**src/rtl/ave8_seq_ctrl.sv**
```systemverilog
// Sequencing controller for the 8-tap moving-average datapath: input flow control,
// warm-up gating, result FIFO and flush (drain, clear, restart warm-up).
module ave8_seq_ctrl #(
  parameter int DW       = 8,
  parameter int TAPS     = 8,
  parameter int CNT_W    = 4,
  parameter int OF_DEPTH = 4
) (
  input  logic          CLOCK,
  input  logic          RESET,
  input  logic          in_valid,
  output logic          in_ready,
  input  logic [DW-1:0] in_data,
  input  logic          flush,
  output logic          dp_shift,
  output logic [DW-1:0] dp_in,
  output logic          dp_clr,
  input  logic [DW-1:0] dp_avg,
  output logic          out_valid,
  input  logic          out_ready,
  output logic [DW-1:0] out_data,
  output logic          warm,
  output logic          busy
);

  localparam int PW = (OF_DEPTH > 1) ? $clog2(OF_DEPTH) : 1;
  localparam int CW = $clog2(OF_DEPTH + 1);

  typedef enum logic [1:0] {FILL, RUN, DRAIN, CLR} state_t;

  state_t           state_q;
  logic [CNT_W-1:0] fill_cnt_q;
  logic             cap_q;

  logic [DW-1:0]    mem_q [OF_DEPTH];
  logic [PW-1:0]    wr_ptr_q, wr_ptr_d;
  logic [PW-1:0]    rd_ptr_q, rd_ptr_d;
  logic [CW-1:0]    count_q, count_d;

  logic [CW:0]      occ;
  logic             accept;
  logic             push;
  logic             pop;

  // A pending capture reserves a FIFO slot, so admission counts it as occupied.
  assign occ      = {1'b0, count_q} + {{CW{1'b0}}, cap_q};
  assign in_ready = ~RESET && ((state_q == FILL) || (state_q == RUN)) &&
                    (occ < (CW+1)'(OF_DEPTH));
  assign accept   = in_valid && in_ready;
  assign dp_shift = accept;
  assign dp_in    = in_data;

  assign dp_clr   = (state_q == CLR);
  assign warm     = (state_q == RUN);
  assign busy     = (state_q == DRAIN) || (state_q == CLR);

  assign push      = cap_q;
  assign out_valid = (count_q != '0);
  assign pop       = out_valid && out_ready;
  assign out_data  = out_valid ? mem_q[rd_ptr_q] : '0;

  always_ff @(posedge CLOCK or posedge RESET) begin
    if (RESET) begin
      state_q    <= FILL;
      fill_cnt_q <= '0;
      cap_q      <= 1'b0;
    end else begin
      cap_q <= 1'b0;
      case (state_q)
        FILL: begin
          if (accept) begin
            if (fill_cnt_q == CNT_W'(TAPS - 1)) begin
              cap_q      <= 1'b1;
              fill_cnt_q <= CNT_W'(TAPS);
              state_q    <= RUN;
            end else begin
              fill_cnt_q <= fill_cnt_q + CNT_W'(1);
            end
          end
          // Flush wins the state transition but the accept above still captures.
          if (flush) state_q <= DRAIN;
        end
        RUN: begin
          if (accept) cap_q <= 1'b1;
          if (flush) state_q <= DRAIN;
        end
        DRAIN: begin
          if (!cap_q && (count_q == '0)) state_q <= CLR;
        end
        CLR: begin
          fill_cnt_q <= '0;
          state_q    <= FILL;
        end
        default: state_q <= FILL;
      endcase
    end
  end

  always_comb begin
    wr_ptr_d = wr_ptr_q;
    rd_ptr_d = rd_ptr_q;
    count_d  = count_q;
    if (push) wr_ptr_d = (wr_ptr_q == PW'(OF_DEPTH - 1)) ? '0 : wr_ptr_q + PW'(1);
    if (pop)  rd_ptr_d = (rd_ptr_q == PW'(OF_DEPTH - 1)) ? '0 : rd_ptr_q + PW'(1);
    if (push && !pop)      count_d = count_q + CW'(1);
    else if (!push && pop) count_d = count_q - CW'(1);
  end

  always_ff @(posedge CLOCK or posedge RESET) begin
    if (RESET) begin
      wr_ptr_q <= '0;
      rd_ptr_q <= '0;
      count_q  <= '0;
    end else begin
      wr_ptr_q <= wr_ptr_d;
      rd_ptr_q <= rd_ptr_d;
      count_q  <= count_d;
    end
  end

  // Storage needs no reset: out_data is gated by the occupancy count.
  always_ff @(posedge CLOCK) begin
    if (push) mem_q[wr_ptr_q] <= dp_avg;
  end

endmodule
```
**config.mk**
```make
export PLATFORM = sky130hd
export DESIGN_NAME = ave8_seq_ctrl
export DESIGN_NICKNAME = d
export VERILOG_FILES = /design/src/rtl/ave8_seq_ctrl.sv
export SDC_FILE = /design/constraint.sdc
export NUM_CORES = 1
export LEC_CHECK = 0
export ABC_CLOCK_PERIOD_IN_PS = 2750
export BUFFER_PORTS_ARGS = -buffer_cell sky130_fd_sc_hd__buf_4
export CORE_MARGIN = 10
export CORE_UTILIZATION = 48
export DETAILED_ROUTE_END_ITERATION = 12
export PLACE_DENSITY = 0.71
export SLEW_MARGIN = 15
export SYNTH_ARGS = -nofsm -noshare
export SYNTH_HDL_FRONTEND = slang
export SYNTH_SLANG_ARGS = --single-unit
```
**constraint.sdc**
```tcl
create_clock -name CLOCK -period 2.75 [get_ports CLOCK]
set_input_delay 0.55 -clock CLOCK [delete_from_list [all_inputs] [get_ports CLOCK]]
set_output_delay 0.55 -clock CLOCK [all_outputs]
set_load 0.03 [all_outputs]
```
Word-level counts from Yosys, hierarchy flattened
Memory sizes are Yosys's and may differ from the RTL's.
Cells that the tools add are included.

storage, ports and cells
  latch bits = 0
  input bits = 21
  bits in registers = 14
  RAM bits = 32
  bits in read-only memories = 0
  memories kept = 1

memories
  name   words  width  read ports  clocked after Yosys merged registers in  write ports  RTL line  text
  mem_q  4      8      1           0                                        1            35        logic [DW-1:0] mem_q [OF_DEPTH];

operators by class
  bitwise operators = 1
  divide/modulo/power cells = 0
  $add $sub $neg = 6
  equality and inequality tests = 11
  muxes and demuxes = 20
  $lt $le $gt $ge = 1
  reductions and logical operators = 18
  multipliers = 0
  shift operators = 0

operator list
  operator                                                    number
  2-to-1 mux 2 bit                                            7
  == test 2 bit, second input constant                        4
  2-to-1 mux 4 bit                                            2
  2-to-1 mux 8 bit                                            1
  case mux 2 bit (4 select lines)                             1
  case mux 4 bit (2 select lines)                             1
  logical AND 1 bit                                           7
  2-to-1 mux 3 bit                                            2
  2-to-1 mux 1 bit                                            5
  adder 2 x 1 -> 2 bit, second input constant                 2
  adder 3 x 1 -> 4 bit                                        1
  adder 4 x 1 -> 4 bit, second input constant                 1
  == test 4 x 3 -> 1 bit, second input constant               1
  less-than comparator 4 x 3 -> 1 bit, second input constant  1
  != test 2 bit, second input constant                        2
  AND reduction 4 bit                                         1
  nonzero test 2 bit                                          2
  adder 3 x 1 -> 3 bit, second input constant                 1
  logical NOT 3 bit                                           1
  != test 3 x 2 -> 1 bit, second input constant               1
  != test 3 bit, second input constant                        1
  nonzero test 3 bit                                          1
  subtractor 3 x 1 -> 3 bit, second input constant            1
  == test 2 x 1 -> 1 bit, second input constant               1
  other kinds (7)                                             9

Longest topological paths before layout
Gate-level depths: netlist (run 1).

  word-level depth = 8
  mapped depth = 9
  gate-level depth less buffers = 8

Worst setup path after synthesis (run 1)
OpenSTA, ideal clock, no wires.

  path type = register to output
  from = reg state_q[1]
  to = out in_ready
  arrival = 1.952 ns
  data required time = 2.200 ns
  path buffers = 0
  path slack = 0.248 ns
  cell stages (with the launch flop) = 5
  cells stage by stage = dfrtp_1 > inv_1 > ha_1 > nor2_1 > nor4_1

on the way
  longest elaborated chain between the ends = 4

RTL lines
  item                            RTL line  text
  from (decl)                     31        state_t state_q;
  from (signal assigned)          64        state_q <= FILL;
  from (signal assigned)          75        state_q <= RUN;
  from (signal assigned)          81        if (flush) state_q <= DRAIN;
  == test 2 x 1 -> 1 bit          n/a
  named net warm                  22        output logic warm,
  logical OR 1 bit                47        assign in_ready = ~RESET && ((state_q == FILL) || (state_q == RUN)) &&
  logical AND 1 bit (2 in a row)  47
  to (decl)                       12        output logic in_ready,

The timed path passes the listed nets, and every way through them passes these cells.

Worst setup path in the final report (run 1)
  from = reg state_q[1]
  to = out dp_shift

on the way
  longest elaborated chain between the ends = 5

RTL lines
  item                                                         RTL line  text
  == test 2 x 1 -> 1 bit or logical NOT 2 bit (tied branches)  47
  logical OR 1 bit *                                           47
  logical AND 1 bit * (2 in a row)                             47
  logical AND 1 bit *                                          49        assign accept = in_valid && in_ready;
  to (decl)                                                    15        output logic dp_shift,

Mark *: on every way between the ends. The rest lies on a longest branch, timed or not.

==> results of run 1 <==
[area by class of cell]
cell class | instances | area, um2
clock buffers | 8 | 101
fillers | 349 | 1920
inverters | 9 | 33.8
multi-input cells | 84 | 754
flip-flops and latches | 46 | 1310
well taps | 52 | 65.1
repair buffers | 26 | 195
[worst max-delay path by stage]
stage / slack, ns / start / endpoint / depth (start not counted)
after floorplan: 0.25 / state_q[1] / in_ready / 4
after global placement: 0.50 / count_q[2] / count_q[2] / 8
after detailed placement: 0.39 / count_q[2] / count_q[2] / 8
after CTS: 0.14 / state_q[1] / dp_shift / 6
after global routing: 0.09 / state_q[0] / dp_shift / 6
final: 0.23 / state_q[1] / dp_shift / 6
[power by group through the flow]
stage | registers, W | clock network [W] | logic (W)
floorplan | 0.000891 | 0 | 0.000836
global placement | 0.000961 | 0 | 0.00102
detailed placement | 0.000973 | 0 | 0.00107
CTS | 0.000958 | 0.000457 | 0.00108
global route | 0.000975 | 0.000485 | 0.00116
finish | 0.000954 | 0.000450 | 0.00107
[metal layers]
layer	vias to the layer above	wire length [um]
met1	626	1660
met5	-	0
met3	8	218
li1	586	-
met4	0	64
met2	24	2160
[layout by cell type, fill, tap and decap left out, types with 3 or more instances in the layout]
| master | n |
|---|---|
| and2_1 | 8 |
| edfxtp_1 | 32 |
| mux4_2 | 8 |
| clkbuf_8 | 5 |
| nand2_1 | 7 |
| o21ai_0 | 6 |
| dfrtp_1 | 14 |
| nor2_1 | 8 |
| inv_1 | 9 |
| a21oi_1 | 3 |
| mux2i_1 | 3 |
| buf_4 | 26 |
| ha_1 | 11 |
| and2_2 | 4 |
| nand3_1 | 3 |
[registers in the layout (all words and copies together) (netlist names)]
name and count:
mem_q 32, fill_cnt_q 4, count_q 3, rd_ptr_q 2, state_q 2, wr_ptr_q 2, cap_q 1
[timing repair]
| action | CTS | global route |
|---|---|---|
| resized for setup | 0 | 1 |
| hold buffers | 0 | 0 |
| setup endpoints to repair | 0 | 1 |
[cells by family (layout without fill, tap and decap cells)]
| family | count (synthesis) | in the layout | synth area share, % |
|---|---|---|---|
| compound gates | 16 | 16 | 4.98 |
| flops | 46 | 46 | 60.0 |
| buf+inv | 22 | 43 | 5.56 |
| xor+xnor | 3 | 3 | 1.20 |
| mux | 13 | 13 | 10.7 |
| fa+ha+maj | 13 | 13 | 7.79 |
| simple gates | 39 | 39 | 9.79 |
[metrics by stage]
| stage | total power [W] | cell area, um2 |
|---|---|---|
| global placement | 0.00198 | 2360 |
| global route | 0.00262 | 2460 |
| floorplan | 0.00173 | 2180 |
| finish | 0.00247 | 2460 |
| CTS | 0.00249 | 2460 |
| detailed placement | 0.00204 | 2360 |
[worst max-delay path, stage by stage (launching register included)]
cell	delay (ns)
dfrtp_1	0.42
inv_1	0.15
ha_2	0.32
nor2_1	0.10
nand4bb_1	0.38
inv_1	0.14
buf_4	0.17
==> impl_summary.md, run 1 <==
Placed design
Once detailed placement completed, the half-perimeter wirelength came to approximately 3000 um. At the end of routability-driven placement, the weighted congestion stood at 0.859. Timing analysis after detailed placement gives a worst setup slack of between 0.3 and 0.4 ns.

The count of input and output buffers is 26. After detailed placement, the design holds a cell count of about 220.

Global routing
Entering global routing, the biggest net connects 15 pins. In the global route stage, met2 resource usage came out at about a fifth. The overall fraction of global-route tracks in use is about 11%. Global routing used about 13% of the available met1 tracks.

The first global-routing pass estimated 6700 um of wire. The met3 layer usage reported by global route is ~4.1%. The via count of the first global-routing pass was ~1400. The layer flagged by global routing as most heavily used is met2. The initial antenna violation count is 0.

Global routing finished with a remaining overflow of 0.

Finish
The antenna diode instance count is 0. At the end of the flow, the number of nets in the layout was 206. The utilization of the core after routing is a little under three fifths. Of the cells placed in the final design, the portion with a size suffix greater than 1 is 29.5%. The count of placed standard cells in the final layout, fillers left out is 225. Compared with the post-synthesis result, the final layout area differs by 12.7%.

Logic synthesis
The synthesized design spends more area on one cell type than any other, namely edfxtp_1. Sorting the synthesized cells by area gives the leading types as edfxtp_1 44%, dfrtp_1 16%, mux4_2 8.2%. In this run, distinct cell masters in the synthesized netlist total 34. The share of Yosys cell area claimed by the top area cell type is between 40% and 50%. Averaged over all synthesized cells, the footprint is 14.4 um2. The share of the yosys chip area belonging to registers is 60.0%. The synthesized design contains 32 enable-type register cells.

The synthesized netlist cell count is 152. The number of warning messages in the yosys log is 0. Summing every instance area after synthesis gives between 0.002 and 0.0025 mm2. After synthesis the netlist holds a flip-flop and latch count of 46. The main flop type after synthesis is edfxtp_1.

Yosys instantiated no cell more often than edfxtp_1. Counting instances in the post-synthesis netlist gives the leading cell types as 32 x edfxtp_1, 14 x dfrtp_1, 12 x ha_1, 9 x inv_1. The async set or reset register ratio after synthesis is a little under a third. The net count after synthesis is roughly 190.

Die
Measured along the x axis, the die boundary spans 87.5 um. The count of standard-cell rows is 24. From bottom edge to top edge, the die measures approximately 87 um. The core outline area is between 0.004 and 0.005 mm2. The initial utilization of the core area, before any placement, comes to 49.8%. The floorplan step defined a die boundary enclosing roughly 0.0076 mm2. 43 I/O pins were placed.

Worst setup path
The capture point of the worst reg-to-reg path is count_q[2]. In this run the critical register-to-register path is launched from count_q[2]. STA puts the critical path data required time at roughly 2.2 ns. The endpoint type of the worst setup path is an output pin. The arrival time of data at the critical path endpoint is between 1.5 and 2 ns. The cell depth of the worst flop-to-flop path is 8.

The maximum fanout count along the critical path is 11. The critical setup path kind is flip-flop to output pin. The worst setup path is launched from a flip-flop. The worst register-to-register path has a setup slack of just under 0.4 ns.

Clock network
The number of buffers on the longest clock path is 2. The clock transition at the registers of the reported paths is approximately 0.080 ns. Clock tree synthesis inserted a total of 5 buffers. The clock drives between 40 and 50 sinks. TritonCTS built the clock tree. The H-tree was split into 2 levels.

The buffer cell driving the clock tree root is clkbuf_8. The clock reaches the later pin of the worst-skew pair after around 0.30 ns. Buffers added to address setup during post-CTS repair amount to 0.

Timing
Final hold analysis gives a worst-case slack of 0.312 ns. Once routing completed, OpenROAD measured the worst setup slack at between 0.2 and 0.25 ns. The timing-limited maximum frequency is around 0.4 GHz. The final setup TNS is 0 ns.

The final period demand of the worst path is 2.52 ns. Setup repair after global routing left no endpoint under its margin. The number of hold violations in the final report is 0.

The clock skew after layout is between 0.004 and 0.005 ns. Dividing the final minimum period by the clock period gives between 90% and 100%. The worst-margin pin slew is between 0.5 and 0.6 ns.

The count of final setup violators is 0. The worst relative slew slack is 60.3%. The number of pins with negative max-slew slack in the final report came to 0.

Drt
The vias per cell is between 5 and 6. The routed design has about 4100 um of wire. In the final routed layout, each cell accounts on average for about 18 um. The first-iteration detailed-routing DRC count is 68.

The antenna violation net count after detailed routing is 0. The total iterations of the first detailed-routing run is 4. After detailed routing, the number of remaining DRC violations is 0. The via total after detailed routing is 1244.

Power and ir drop
The power density of the placed cells is between 1000 and 1500 mW/mm2. In this run the power spent charging and discharging nets is 0.000931 W. The maximum resistive drop on vdd is between 0.4 and 0.5 mV. Cell internal power was estimated by the tool at around 0.0015 W. The clock network power share is 18.2%. The switching part of the total power is 37.6%. The share of power burned in registers is about two fifths. Combinational logic burns 43.2% of the power. Summed over all cells, the static leakage comes to around 0.98 nW.

Outcome
The flow ran to the end, and the final reports show no timing, DRC or antenna violations.

Job
The tool flagged a number of max-cap violations equal to 0.

Min path
The worst hold-check path type is primary input to async pin.
No activity file was read; power rests on OpenSTA's default activity.
==> inputs of run 2 (changes only) <==
--- a/config.mk
+++ b/config.mk
@@ -7,11 +7,12 @@
 export LEC_CHECK = 0
 export ABC_CLOCK_PERIOD_IN_PS = 2750
 export BUFFER_PORTS_ARGS = -buffer_cell sky130_fd_sc_hd__buf_4
+export CORE_ASPECT_RATIO = 0.7
 export CORE_MARGIN = 10
 export CORE_UTILIZATION = 48
 export DETAILED_ROUTE_END_ITERATION = 12
 export PLACE_DENSITY = 0.71
-export SLEW_MARGIN = 15
+export SLEW_MARGIN = 20
 export SYNTH_ARGS = -nofsm -noshare
 export SYNTH_HDL_FRONTEND = slang
 export SYNTH_SLANG_ARGS = --single-unit
==> run 2 against run 1 <==
Fmax increased by 1.1%. Critical path depth unchanged. Clock power decreased by 14%. Cell area decreased by 0.25%. Total power decreased by 2.0%. Core utilization decreased by 0.079 points. Clock-buffer cell count decreased by 1. Sequential power decreased by 1%. Combinational power about the same. Via count increased by 1.4%. Critical path type unchanged.
==> impl_summary.md, run 2 (same netlist as run 1, synthesis figures left out) <==
Outcome
The flow ran to the end, and the final reports show no timing, DRC or antenna violations.

Finish
The commonest non-fill, non-tap cell in the layout is edfxtp_1. The design area is approximately 0.0025 mm2. The net total in the final layout is roughly 210. The utilization of the core after routing is roughly 56%. The area growth from synthesis to layout is 12.4%. 0 antenna diodes ended up in the layout. Of the cells placed in the final design, the portion with a size suffix greater than 1 is roughly 30%. The register with the most flip-flops is mem_q. The register with the most flip-flops in the layout has 32 of them. The library cells used most frequently in the layout, excluding fill and tap cells, are 32 x edfxtp_1, 27 x buf_4, 14 x dfrtp_1. In the final layout, the registers with the most flip-flops are mem_q (32), fill_cnt_q (4), count_q (3).

Timing
For the pin with the worst max-slew slack, the measured transition is around 0.53 ns. Of the available clock period, the critical path in the final layout requires between 90% and 100%. Setup repair after global routing left no endpoint under its margin. The clock skew after layout is 0.00703 ns. The number of hold violations in the final report came to 0.

The final worst hold slack is about 0.32 ns. The timing-limited maximum frequency is 0.401 GHz. The worst pin sits at a relative slew slack of around 64%. The number of pins with negative max-slew slack in the final report is 0. The routed design could run at a clock period as short as 2.50 ns. Setup violations remaining at the end of the flow were counted as 0.

The final setup TNS is 0 ns.

Power and ir drop
Across the VDD grid, the largest voltage drop is 0.509 mV. For this design the static power due to leakage is 0.977 nW. In this run the power density over the cells is just under 1000 mW/mm2.

Placed design
The area after detailed placement is between 0.002 and 0.0025 mm2. The detailed placer's ending HPWL is slightly below 3000 um. The weighted congestion at the end of routability-driven global placement is 0.757. The count of input and output buffers is 26.

Die
The number of primary I/O pins is between 40 and 50. The core region is between 0.004 and 0.005 mm2. The count of standard-cell rows is 20. The die span in x is slightly above 100 um. The die outline height is approximately 76 um. The die covers ~0.0077 mm2. For this configuration, the core starts out at a cell density of between 40 and 50%.

Global routing
Global routing consumed, over all layers together, 10.5% of the routing resources. The global routing stage identified its most utilized layer as met2. The via count of the first global-routing pass is between 1000 and 1500. The initial antenna violation count is 0. The met3 layer usage reported by global route is about 3.6%.

The first global-routing pass estimated about 6500 um of wire. The fraction of met1 tracks used by global routing is roughly an eighth. The met2 track demand over resource is ~17%.

After global routing the overflow that remains totals 0. The maximum number of pins on one net before global-route repair is 15.

Drt
Dividing the detail-routed wire length by the instance count gives 17.5 um. The antenna violation net count after detailed routing is 0. The first routing iteration left 68 violations. The residual DRC count is 0. After detailed routing, the number of vias per cell comes to roughly 5.5. After detailed routing, the total wire length is approximately 4000 um. The total iterations of the first detailed-routing run is 4. The via total after detailed routing is roughly 1300.

Clock network
The count of hold-fix buffers inserted at cts is 0. The clock net in this run drives a total of 46 sinks. The total CTS buffers is 5. The TritonCTS clock tree is built.

The buffer cell driving the clock tree root is clkbuf_8. Counting along the longest clock path gives a buffer depth of 2. The latest clock arrival within the worst-skew pair is between 0.2 and 0.3 ns. The clock transition at the registers of the reported paths is about 0.080 ns.

The depth of the CTS H-tree is 2.

Worst setup path
The most numerous cell type found on the critical path is inv_1. STA classifies the critical path startpoint as a flip-flop. On the worst path, the slowest cell contributes a delay of roughly 0.41 ns. The endpoint type of the worst setup path is an output pin. Walking the worst path, the cells encountered are inv_1 > ha_2 > nor2_1 > nand4bb_1 > inv_1 > buf_4. The worst setup slack for register-to-register paths is 0.34 ns.

The slowest cell on the critical path is dfrtp_1. The startpoint of the lowest-slack register-to-register path is count_q[2]. The critical path is of the flip-flop to output pin type. The required time reported for the critical path endpoint is between 2 and 2.5 ns. The maximum fanout count along the critical path is 11. Measured in cells, the most critical reg-to-reg path has a length of 8. In this run the critical register-to-register path is captured at count_q[2]. At the worst endpoint, the arrival time is between 1.5 and 2 ns.

Job
Max-cap violations in this run came to 0.

Min path
The worst hold-check path type is primary input to async pin.
[run 2: cell count changes in the layout (fill, tap and decap cells not counted)]
cell	before	now
buf_4	26	27
clkbuf_16	1	0
clkinvlp_4	0	1
[run 2: worst max path at each step]
stage,start,end,slack [ns],depth (start not counted)
after floorplan,state_q[1],in_ready,0.25,4
after global placement,count_q[2],count_q[2],0.51,8
after detailed placement,count_q[2],count_q[2],0.36,8
after CTS,state_q[0],dp_shift,0.14,6
after global routing,state_q[1],dp_shift,0.09,6
final,state_q[0],dp_shift,0.25,6
[run 2: critical path, delay by kind of cell, from the launching register on]
family | cells | cell delay (ns)
DFF | 1 | 0.41
and+or+nand+nor | 2 | 0.49
adders and majority gates | 1 | 0.33
buffers and inverters | 3 | 0.44
[run 2: cell type report]
class | count | area, um2
clock inverter | 1 | 7.51
clock buffer | 7 | 76.3
fill | 330 | 1920
timing repair buffer | 27 | 203
inverter | 9 | 33.8
sequential | 46 | 1310
multi-input combinational | 84 | 754
tap | 55 | 68.8
[run 2: timing repair]
action | 4_1_cts | 5_1_grt
setup endpoints to repair | 0 | 1
setup buffers | 0 | 0
resized for setup | 0 | 1
[run 2: power breakdown]
group          total (W)  switching [W]  internal, W  leakage [nW]
clock network   0.000386       0.000207     0.000180        0.0385
logic            0.00110       0.000602     0.000494         0.473
registers       0.000941       0.000118     0.000822         0.466
total            0.00242       0.000927      0.00150         0.977
[run 2: routing by layer]
layer / vias to the layer above / routed length [um]
met3: 8 / 208
met5: - / 0
met4: 0 / 38
li1: 588 / -
met2: 30 / 2000
met1: 636 / 1750
[run 2: through the flow]
stage,std cells,worst slack [ns],power [W]
2_1_floorplan,152,0.248,0.00173
3_3_place_gp,221,0.511,0.00199
3_5_place_dp,221,0.363,0.00206
4_1_cts,229,0.137,0.00244
5_1_grt,229,0.0914,0.00257
6_report,229,0.254,0.00242
